**src/rtl/count_monitor_if.sv**
```systemverilog
// rtl/count_monitor_if.sv - signal bundle between the JK counter tap and count_monitor
//
// Purpose: groups the counter tap inputs and the monitor results into one bundle.
// Signals:
//   count_enable  counter enable, tapped at the counter input
//   Q[3:0]        counter output
//   cmp_value[3:0], cmp_load   compare value and its load strobe
//   fault_ack     clears the sticky fault
//   q_s[3:0]      registered sample of Q
//   wrap, match   one-cycle event pulses
//   fault         sticky illegal-transition flag
//   wrap_cnt[7:0] saturating wrap count (zero unless COUNT_MON_WRAP_CNT_EN)
// Modports: master drives the tap and reads results; slave is the monitor.
interface count_monitor_if;
    logic       count_enable;
    logic [3:0] Q;
    logic [3:0] cmp_value;
    logic       cmp_load;
    logic       fault_ack;
    logic [3:0] q_s;
    logic       wrap;
    logic       match;
    logic       fault;
    logic [7:0] wrap_cnt;

    modport master (
        output count_enable, Q, cmp_value, cmp_load, fault_ack,
        input  q_s, wrap, match, fault, wrap_cnt
    );

    modport slave (
        input  count_enable, Q, cmp_value, cmp_load, fault_ack,
        output q_s, wrap, match, fault, wrap_cnt
    );
endinterface

```
**src/rtl/count_monitor.sv**
```systemverilog
// rtl/count_monitor.sv - step checker for the 4-bit JK synchronous counter
//
// Purpose: samples the counter every rising edge and checks each step. A step
// must hold when the sampled enable was low and must advance by one (mod 16)
// when it was high. Emits one-cycle wrap/match pulses and a sticky fault.
// Optional feature macro: COUNT_MON_WRAP_CNT_EN builds an 8-bit saturating
// wrap counter; without it wrap_cnt is tied to zero.
// Ports:
//   clock  system clock, rising edge
//   clear  asynchronous active-low reset, shared with the counter
//   mon    count_monitor_if.slave (tap inputs, monitor outputs)
module count_monitor (
    input  logic           clock,
    input  logic           clear,
    count_monitor_if.slave mon
);
    localparam logic [1:0] ST_RESYNC = 2'd0;
    localparam logic [1:0] ST_TRACK  = 2'd1;
    localparam logic [1:0] ST_FAULT  = 2'd2;

    logic [1:0] state_q, state_d;
    logic [3:0] q_s_q;
    logic       en_s_q;
    logic [3:0] cmp_reg_q, cmp_reg_d;
    logic       fault_q, fault_d;
    logic       wrap_q, wrap_d;
    logic       match_q, match_d;
    logic [3:0] exp_count;
    logic       step_ok;

    // Value Q must have on this edge given the previous sample and enable.
    assign exp_count = en_s_q ? q_s_q + 4'd1 : q_s_q;
    assign step_ok   = (mon.Q == exp_count);

    always_comb begin
        state_d   = state_q;
        fault_d   = fault_q;
        wrap_d    = 1'b0;
        match_d   = 1'b0;
        // The match check below reads cmp_reg_q, so a same-edge load only
        // affects later steps.
        cmp_reg_d = mon.cmp_load ? mon.cmp_value : cmp_reg_q;
        case (state_q)
            ST_RESYNC: begin
                state_d = ST_TRACK;
            end
            ST_TRACK: begin
                if (step_ok) begin
                    // Only a counting step can pulse, so a hold on the
                    // compare value never re-fires match.
                    wrap_d  = en_s_q && (q_s_q == 4'hf);
                    match_d = en_s_q && (mon.Q == cmp_reg_q);
                end else begin
                    state_d = ST_FAULT;
                    fault_d = 1'b1;
                end
            end
            ST_FAULT: begin
                if (mon.fault_ack) begin
                    state_d = ST_RESYNC;
                    fault_d = 1'b0;
                end
            end
            default: begin
                state_d = ST_RESYNC;
                fault_d = 1'b0;
            end
        endcase
    end

    always_ff @(posedge clock or negedge clear) begin
        if (!clear) begin
            state_q   <= ST_RESYNC;
            q_s_q     <= 4'd0;
            en_s_q    <= 1'b0;
            cmp_reg_q <= 4'd0;
            fault_q   <= 1'b0;
            wrap_q    <= 1'b0;
            match_q   <= 1'b0;
        end else begin
            state_q   <= state_d;
            q_s_q     <= mon.Q;
            en_s_q    <= mon.count_enable;
            cmp_reg_q <= cmp_reg_d;
            fault_q   <= fault_d;
            wrap_q    <= wrap_d;
            match_q   <= match_d;
        end
    end

`ifdef COUNT_MON_WRAP_CNT_EN
    logic [7:0] wrap_cnt_q, wrap_cnt_d;

    // Counts on the same edge that raises the wrap pulse; sticks at 255.
    assign wrap_cnt_d = (wrap_d && (wrap_cnt_q != 8'hff)) ? wrap_cnt_q + 8'd1 : wrap_cnt_q;

    always_ff @(posedge clock or negedge clear) begin
        if (!clear) begin
            wrap_cnt_q <= 8'd0;
        end else begin
            wrap_cnt_q <= wrap_cnt_d;
        end
    end

    assign mon.wrap_cnt = wrap_cnt_q;
`else
    assign mon.wrap_cnt = 8'd0;
`endif

    assign mon.q_s   = q_s_q;
    assign mon.wrap  = wrap_q;
    assign mon.match = match_q;
    assign mon.fault = fault_q;
endmodule

```
**src/flat_wrapper.sv**
```systemverilog
// flat-port wrapper written by rule: the top's interface ports become plain ports
module count_monitor_flat 
  (clock, clear, mon_count_enable, mon_Q, mon_cmp_value, mon_cmp_load, mon_fault_ack, mon_q_s, mon_wrap, mon_match, mon_fault, mon_wrap_cnt);
  count_monitor_if mon_i ();
  input  logic clock;
  input  logic clear;
  input wire logic [$bits(mon_i.count_enable)-1:0] mon_count_enable;
  input wire logic [$bits(mon_i.Q)-1:0] mon_Q;
  input wire logic [$bits(mon_i.cmp_value)-1:0] mon_cmp_value;
  input wire logic [$bits(mon_i.cmp_load)-1:0] mon_cmp_load;
  input wire logic [$bits(mon_i.fault_ack)-1:0] mon_fault_ack;
  output wire logic [$bits(mon_i.q_s)-1:0] mon_q_s;
  output wire logic [$bits(mon_i.wrap)-1:0] mon_wrap;
  output wire logic [$bits(mon_i.match)-1:0] mon_match;
  output wire logic [$bits(mon_i.fault)-1:0] mon_fault;
  output wire logic [$bits(mon_i.wrap_cnt)-1:0] mon_wrap_cnt;
  assign mon_i.count_enable = mon_count_enable;
  assign mon_i.Q = mon_Q;
  assign mon_i.cmp_value = mon_cmp_value;
  assign mon_i.cmp_load = mon_cmp_load;
  assign mon_i.fault_ack = mon_fault_ack;
  assign mon_q_s = mon_i.q_s;
  assign mon_wrap = mon_i.wrap;
  assign mon_match = mon_i.match;
  assign mon_fault = mon_i.fault;
  assign mon_wrap_cnt = mon_i.wrap_cnt;
  count_monitor u_core (.clock(clock), .clear(clear), .mon(mon_i));
endmodule
```
**config.mk**
```make
export PLATFORM = sky130hd
export DESIGN_NAME = count_monitor_flat
export DESIGN_NICKNAME = d
export VERILOG_FILES = /design/src/rtl/count_monitor_if.sv /design/src/rtl/count_monitor.sv /design/src/flat_wrapper.sv
export SDC_FILE = /design/constraint.sdc
export NUM_CORES = 1
export LEC_CHECK = 0
export CORE_MARGIN = 2
export CORE_UTILIZATION = 35
export DETAILED_ROUTE_END_ITERATION = 8
export PLACE_DENSITY = 0.67
export SLEW_MARGIN = 10
export SYNTH_ARGS = -nofsm -noshare
export SYNTH_HDL_FRONTEND = slang
export SYNTH_SLANG_ARGS = --single-unit
```
**constraint.sdc**
```tcl
create_clock -name clock -period 2.13 [get_ports clock]
set_clock_uncertainty 0.05 [all_clocks]
set_input_delay 0.639 -clock clock [delete_from_list [all_inputs] [get_ports clock]]
set_output_delay 0.639 -clock clock [all_outputs]
set_load 0.05 [all_outputs]
```
==> results of run 1 <==
[critical path: cells and delay by family]
kind / cells / cell delay, ps
buf+inv: 1 / 560
simple gates: 1 / 180
compound gates: 2 / 390
xor+xnor: 1 / 240
[layout make-up]
cell class / instances / area [µm²] / area share, %
Clock buffer: 4 / 36.3 / 3.90
Inverter: 1 / 3.75 / 0.403
Multi-Input combinational cell: 40 / 312 / 33.5
Sequential cell: 14 / 350 / 37.6
Tap cell: 27 / 33.8 / 3.63
Timing Repair Buffer: 22 / 195 / 21.0
[flip-flops by register name (all words and copies together) (netlist names)]
name	cells
u_core.en_s_q	1
u_core.mon.fault	1
u_core.mon.wrap	1
u_core.mon.match	1
u_core.cmp_reg_q	4
u_core.mon.q_s	4
u_core.state_q	2
[power breakdown]
group	switching [mW]	leakage (nW)	internal, mW
Clock	0.0801	0.0210	0.104
Sequential	0.0383	0.169	0.307
Combinational	0.142	0.225	0.104
Total	0.260	0.415	0.514
[cells in the final DEF, fill, tap and decap left out, drive strengths merged]
| cell type | n |
|---|---|
| dfrtp | 14 |
| clkdlybuf4s50 | 12 |
| buf | 10 |
| conb | 8 |
| xor2 | 6 |
| nor3 | 5 |
| mux2 | 4 |
| clkbuf | 4 |
| xnor2 | 3 |
| nand4 | 2 |
| o21ai | 2 |
| inv | 1 |
| nand2 | 1 |
| xnor3 | 1 |
| and3 | 1 |
| mux2i | 1 |
| o211ai | 1 |
| nand3 | 1 |
| a31o | 1 |
| a21oi | 1 |
| o21ba | 1 |
| ha | 1 |
[kinds of logic after synthesis]
| kind of cell | Yosys count | share of synthesized area, % |
|---|---|---|
| compound gates | 6 | 7.87 |
| xor+xnor | 10 | 14.5 |
| fa+ha+maj | 1 | 1.79 |
| buf+inv | 9 | 9.12 |
| flops | 14 | 50.1 |
| mux | 5 | 7.87 |
| other cells | 1 | 0.536 |
| simple gates | 10 | 8.23 |
[routing by layer]
metal	GRT usage, %	vias to the layer above	wire length [µm]
met1	12.7	223	485
met5	0	-	0
met3	4.01	0	74
met4	5.71	0	0
met2	18.0	20	599
li1	-	226	-
[worst max path at each step]
stage	from	end	slack [ps]	cells after the start
2_1_floorplan	u_core.mon.q_s[0]	u_core.state_q[1]	200	5
3_3_place_gp	mon_Q[2]	u_core.state_q[1]	20	5
3_5_place_dp	mon_Q[2]	u_core.state_q[1]	-20	5
4_1_cts	mon_Q[2]	u_core.state_q[1]	270	5
5_1_grt	mon_Q[2]	u_core.state_q[1]	200	6
6_report	mon_Q[2]	u_core.state_q[1]	270	5
==> out/metrics.cfg, run 1 <==
[run_status]
status=finished clean

[route]
ant_nets=0
vias=469
routedWlPerCell_um=10.7
dr.pass1.iters=2
drt_iter0_drc=2
totalWireLength_um=1160
route.detailed.drc=0
via_per_inst=4.34

[placement]
dp.cells=104
postPlaceCellArea_um2=895
dp_hpwl_um=984
io_buffer_count=19
gp_congestion=0.690
dp_worst_setup_slack_ps=-16.7

[clock_tree]
hold_buffers=0
cts_tree=done
cts.clk_slew.worst_paths_ps=80
post-cts-setup-buffers=0
numCtsBuffers=3
h-tree-depth=1
clock-root-buffer=clkbuf_4
cts_resized=0
cts.sinks=14
cts_buffer_depth=2
clk_latency_ps=270

[yosys]
synth_common_cells=dfrtp_1, buf_4, xor2_1, nor3_1, mux2_2
syn_avg_cell_area_um2=12.5
netlist_top_cells_area=dfrtp_1, buf_4, xor2_1
yosysWarningCount=0
synth-seq-area-share_pct=50.1
synth_edf_count=0
yosysMostFrequentCell=dfrtp_1
synthCells=56
synth_top_area_share_pct=50.1
synth-main-ff-cell=dfrtp_1
synthDistinctLibCells=20
netlist_area_um2=699
async_flop_share_pct=100
synth_seq_cells=14
yosys.area.top_type=dfrtp_1

[finish]
utilization_pct=48.4
final_layout_size_suffix_gt1_share_pct=25.9
syn2layout_area_growth_pct=33.1
antenna_cells_inserted=0
nets=96
final_cells=108
design_area_um2=931
fillers=189

[pwr]
power_uw=775
pwr_density_cell_mw_per_mm2=832
leakage_nw=0.415
peakVddDrop_uv=563

[critical_path]
crit_chain=clkdlybuf4s50_1 > xnor3_1 > and3_4 > o211ai_4 > a31o_1
critical_path_required_ps=2290
r2r_slack_ps=410
cp_slowest_stage_delay_ps=560
crit_arrival_ps=2020
worstPathMaxFanout=5
r2r_end=u_core.state_q[1]
rr_startpoint=u_core.mon.q_s[0]
cp-start-kind=input pin
timing.setup.critical_path_class=in -> reg
reg2reg_depth=5
crit_path_end_kind=flop
cpMaxStageDelayCell=clkdlybuf4s50_1

[timing]
fin_tns_setup_ps=0
setup_viol=0
worst_slack_ps=268
report.final.slew_viol_count=0
fmax_ghz=0.537
rsz0062_at_grt=no
finalHoldViolCount=0
whs_ps=418
fin_crit_ps=1860
period_share_pct=87.4

[global_route]
grt_pass1_vias=488
grt_max_degree=9
grtUsageTotal_pct=11.1
gr-total-overflow=0
antenna_found_initial=0
grt_pass1_wl_um=1980

[worst_hold_path]
worstHoldEndpoint=u_core.state_q[0]
hp-start=u_core.state_q[1]
whs_path_depth=1
min_path_type=reg -> reg

[die]
start_util_pct=36.4
die_x_um=48.7
die_h_um=48.7
io_pins=28
fp-row-count=16
fp.coreArea_mm2=0.00192
dieArea_mm2=0.00237

[flow_run]
maxCapViolations=0

Power figures use the tool's default switching activity.
==> run 2: changes to the inputs <==
--- a/config.mk
+++ b/config.mk
@@ -6,10 +6,11 @@
 export NUM_CORES = 1
 export LEC_CHECK = 0
 export CORE_MARGIN = 2
-export CORE_UTILIZATION = 35
+export CORE_UTILIZATION = 41
 export DETAILED_ROUTE_END_ITERATION = 8
-export PLACE_DENSITY = 0.67
+export PLACE_DENSITY = 0.76
 export SLEW_MARGIN = 10
 export SYNTH_ARGS = -nofsm -noshare
 export SYNTH_HDL_FRONTEND = slang
 export SYNTH_SLANG_ARGS = --single-unit
+export TNS_END_PERCENT = 100
==> run 2 against run 1 <==
  * Flip-flop and latch count did not move
  * Critical path depth did not move
  * First-iteration DRC count rose to 2.5 times the previous value
  * Sequential power barely moved
  * Core utilization rose by 10 points
  * Largest power group unchanged
  * Routed wire length fell by 5.2%
  * Maximum frequency rose by 2.7%
  * Via count rose by 1.1%
  * Non-clock buffer count rose by 1
  * Critical endpoint unchanged
==> out/metrics.cfg, run 2 (synthesis results as in run 1) <==
[clock_tree]
cts_resized=0
cts.sinks=14
clock-root-buffer=clkbuf_4
cts_buffer_depth=2
post-cts-setup-buffers=0
cts.clk_slew.worst_paths_ps=70
h-tree-depth=1
clk_latency_ps=270
hold_buffers=0
numCtsBuffers=3
cts_tree=done

[pwr]
switchingPower_uw=253
power_switching_share_pct=34.7
pwr_density_cell_mw_per_mm2=801
p_int_uw=477
power.share.sequential_pct=47.2
combPwrFrac_pct=33.5
leakage_nw=0.412
pwr-share-clk_pct=19.2
peakVddDrop_uv=436

[die]
die_h_um=45.3
fp-row-count=14
io_pins=28
die_x_um=45.3
fp.coreArea_mm2=0.00156
start_util_pct=44.9
dieArea_mm2=0.00205

[critical_path]
cpMaxStageDelayCell=clkdlybuf4s50_1
rr_startpoint=u_core.mon.q_s[0]
critical_path_required_ps=2240
cp-start-kind=input pin
worstPathMaxFanout=5
crit_chain=clkdlybuf4s50_1 > xor2_1 > nor3_1 > o211ai_4 > a31o_1
crit_path_end_kind=flop
r2r_slack_ps=420
crit_arrival_ps=1930
timing.setup.critical_path_class=in -> reg
cp_slowest_stage_delay_ps=460
reg2reg_depth=5
r2r_end=u_core.state_q[1]

[flow_run]
maxCapViolations=0

[global_route]
grt_pass1_wl_um=1810
grt_max_degree=15
grtUsageTotal_pct=12.6
grt_pass1_vias=426
antenna_found_initial=0
gr-total-overflow=0

[finish]
antenna_cells_inserted=0
nets=97
regArea_um2=350
final_cell_mix=dfrtp_1, clkdlybuf4s50_1, buf_4
syn2layout_area_growth_pct=30.2
final_layout_size_suffix_gt1_share_pct=25.9
fillers=148
multi_input_area_um2=312
mostFrequentLayoutCell=dfrtp_1
design_area_um2=911

[timing]
rsz0062_at_grt=no
fin_tns_setup_ps=0
finalHoldViolCount=0
fmax_ghz=0.552
setup_viol=0
period_share_pct=85.1
report.final.slew_viol_count=0
fin_crit_ps=1810

[placement]
io_buffer_count=19
gp_congestion=0.772
dp_hpwl_um=890
postPlaceCellArea_um2=888

[route]
routedWlPerCell_um=11.3
dr.pass1.iters=3
route.detailed.drc=0
totalWireLength_um=1100
vias=474
ant_nets=0
via_per_inst=4.89
drt_iter0_drc=5

[worst_hold_path]
min_path_type=reg -> reg
hp-start=u_core.state_q[1]
whs_path_depth=1
worstHoldEndpoint=u_core.state_q[0]

[run_status]
status=finished clean

-- run 2: metrics by stage --
stage               hold WS (ps)  cells  power [mW]  worst slack [ps]  utilization, %
floorplan                    293     63       0.529               205               -
global placement             384     94       0.593              37.4            57.0
detailed placement           400     94       0.597              27.0            57.0
CTS                          411     97       0.743               322            58.4
global route                 430     97       0.776               281            58.4
finish                       407     97       0.730               317            58.4
-- run 2: power groups by stage --
stage | Clock (mW) | Sequential (mW) | Combinational, mW
final | 0.140 | 0.345 | 0.245
after floorplan | 0 | 0.391 | 0.138
after CTS | 0.150 | 0.345 | 0.248
after global placement | 0 | 0.349 | 0.245
after global routing | 0.162 | 0.352 | 0.262
after detailed placement | 0 | 0.350 | 0.246
-- run 2: cell type report --
class | count | share of cell area, %
clock buffer | 3 | 2.47
inverter | 1 | 0.412
multi-input combinational | 40 | 34.2
sequential | 14 | 38.5
tap | 16 | 2.20
timing repair buffer | 23 | 22.3
-- run 2: critical path: cells and delay by family --
| kind | cells | cell delay [ps] |
|---|---|---|
| compound gates | 2 | 360 |
| xor+xnor | 1 | 160 |
| buf+inv | 1 | 460 |
| simple gates | 1 | 310 |
-- run 2: metal layers --
| layer | vias to the layer above | track usage (%) | part of all wire (%) |
|---|---|---|---|
| met5 | - | 0 | 0 |
| met4 | 0 | 1.76 | 0 |
| met3 | 0 | 6.40 | 7.5 |
| met2 | 20 | 20.3 | 49 |
| met1 | 222 | 15.4 | 44 |
| li1 | 232 | - | - |
-- run 2: how the worst max path moves through the flow --
| stage | cells past startpoint | slack (ps) | startpoint | to |
|---|---|---|---|---|
| CTS | 5 | 320 | mon_Q[2] | u_core.state_q[1] |
| floorplan | 5 | 200 | u_core.mon.q_s[0] | u_core.state_q[1] |
| finish | 5 | 320 | mon_Q[2] | u_core.state_q[1] |
| global placement | 5 | 40 | mon_Q[2] | u_core.state_q[1] |
| global route | 5 | 280 | mon_Q[2] | u_core.state_q[1] |
| detailed placement | 5 | 30 | mon_Q[2] | u_core.state_q[1] |
==> run 3: changes to the inputs <==
--- a/config.mk
+++ b/config.mk
@@ -7,6 +7,7 @@
 export LEC_CHECK = 0
 export CORE_MARGIN = 2
 export CORE_UTILIZATION = 41
+export CTS_CLUSTER_SIZE = 12
 export DETAILED_ROUTE_END_ITERATION = 8
 export PLACE_DENSITY = 0.76
 export SLEW_MARGIN = 10
==> results of run 3 <==
No change in the layout: final DEF, timing and power equal those of run 2.
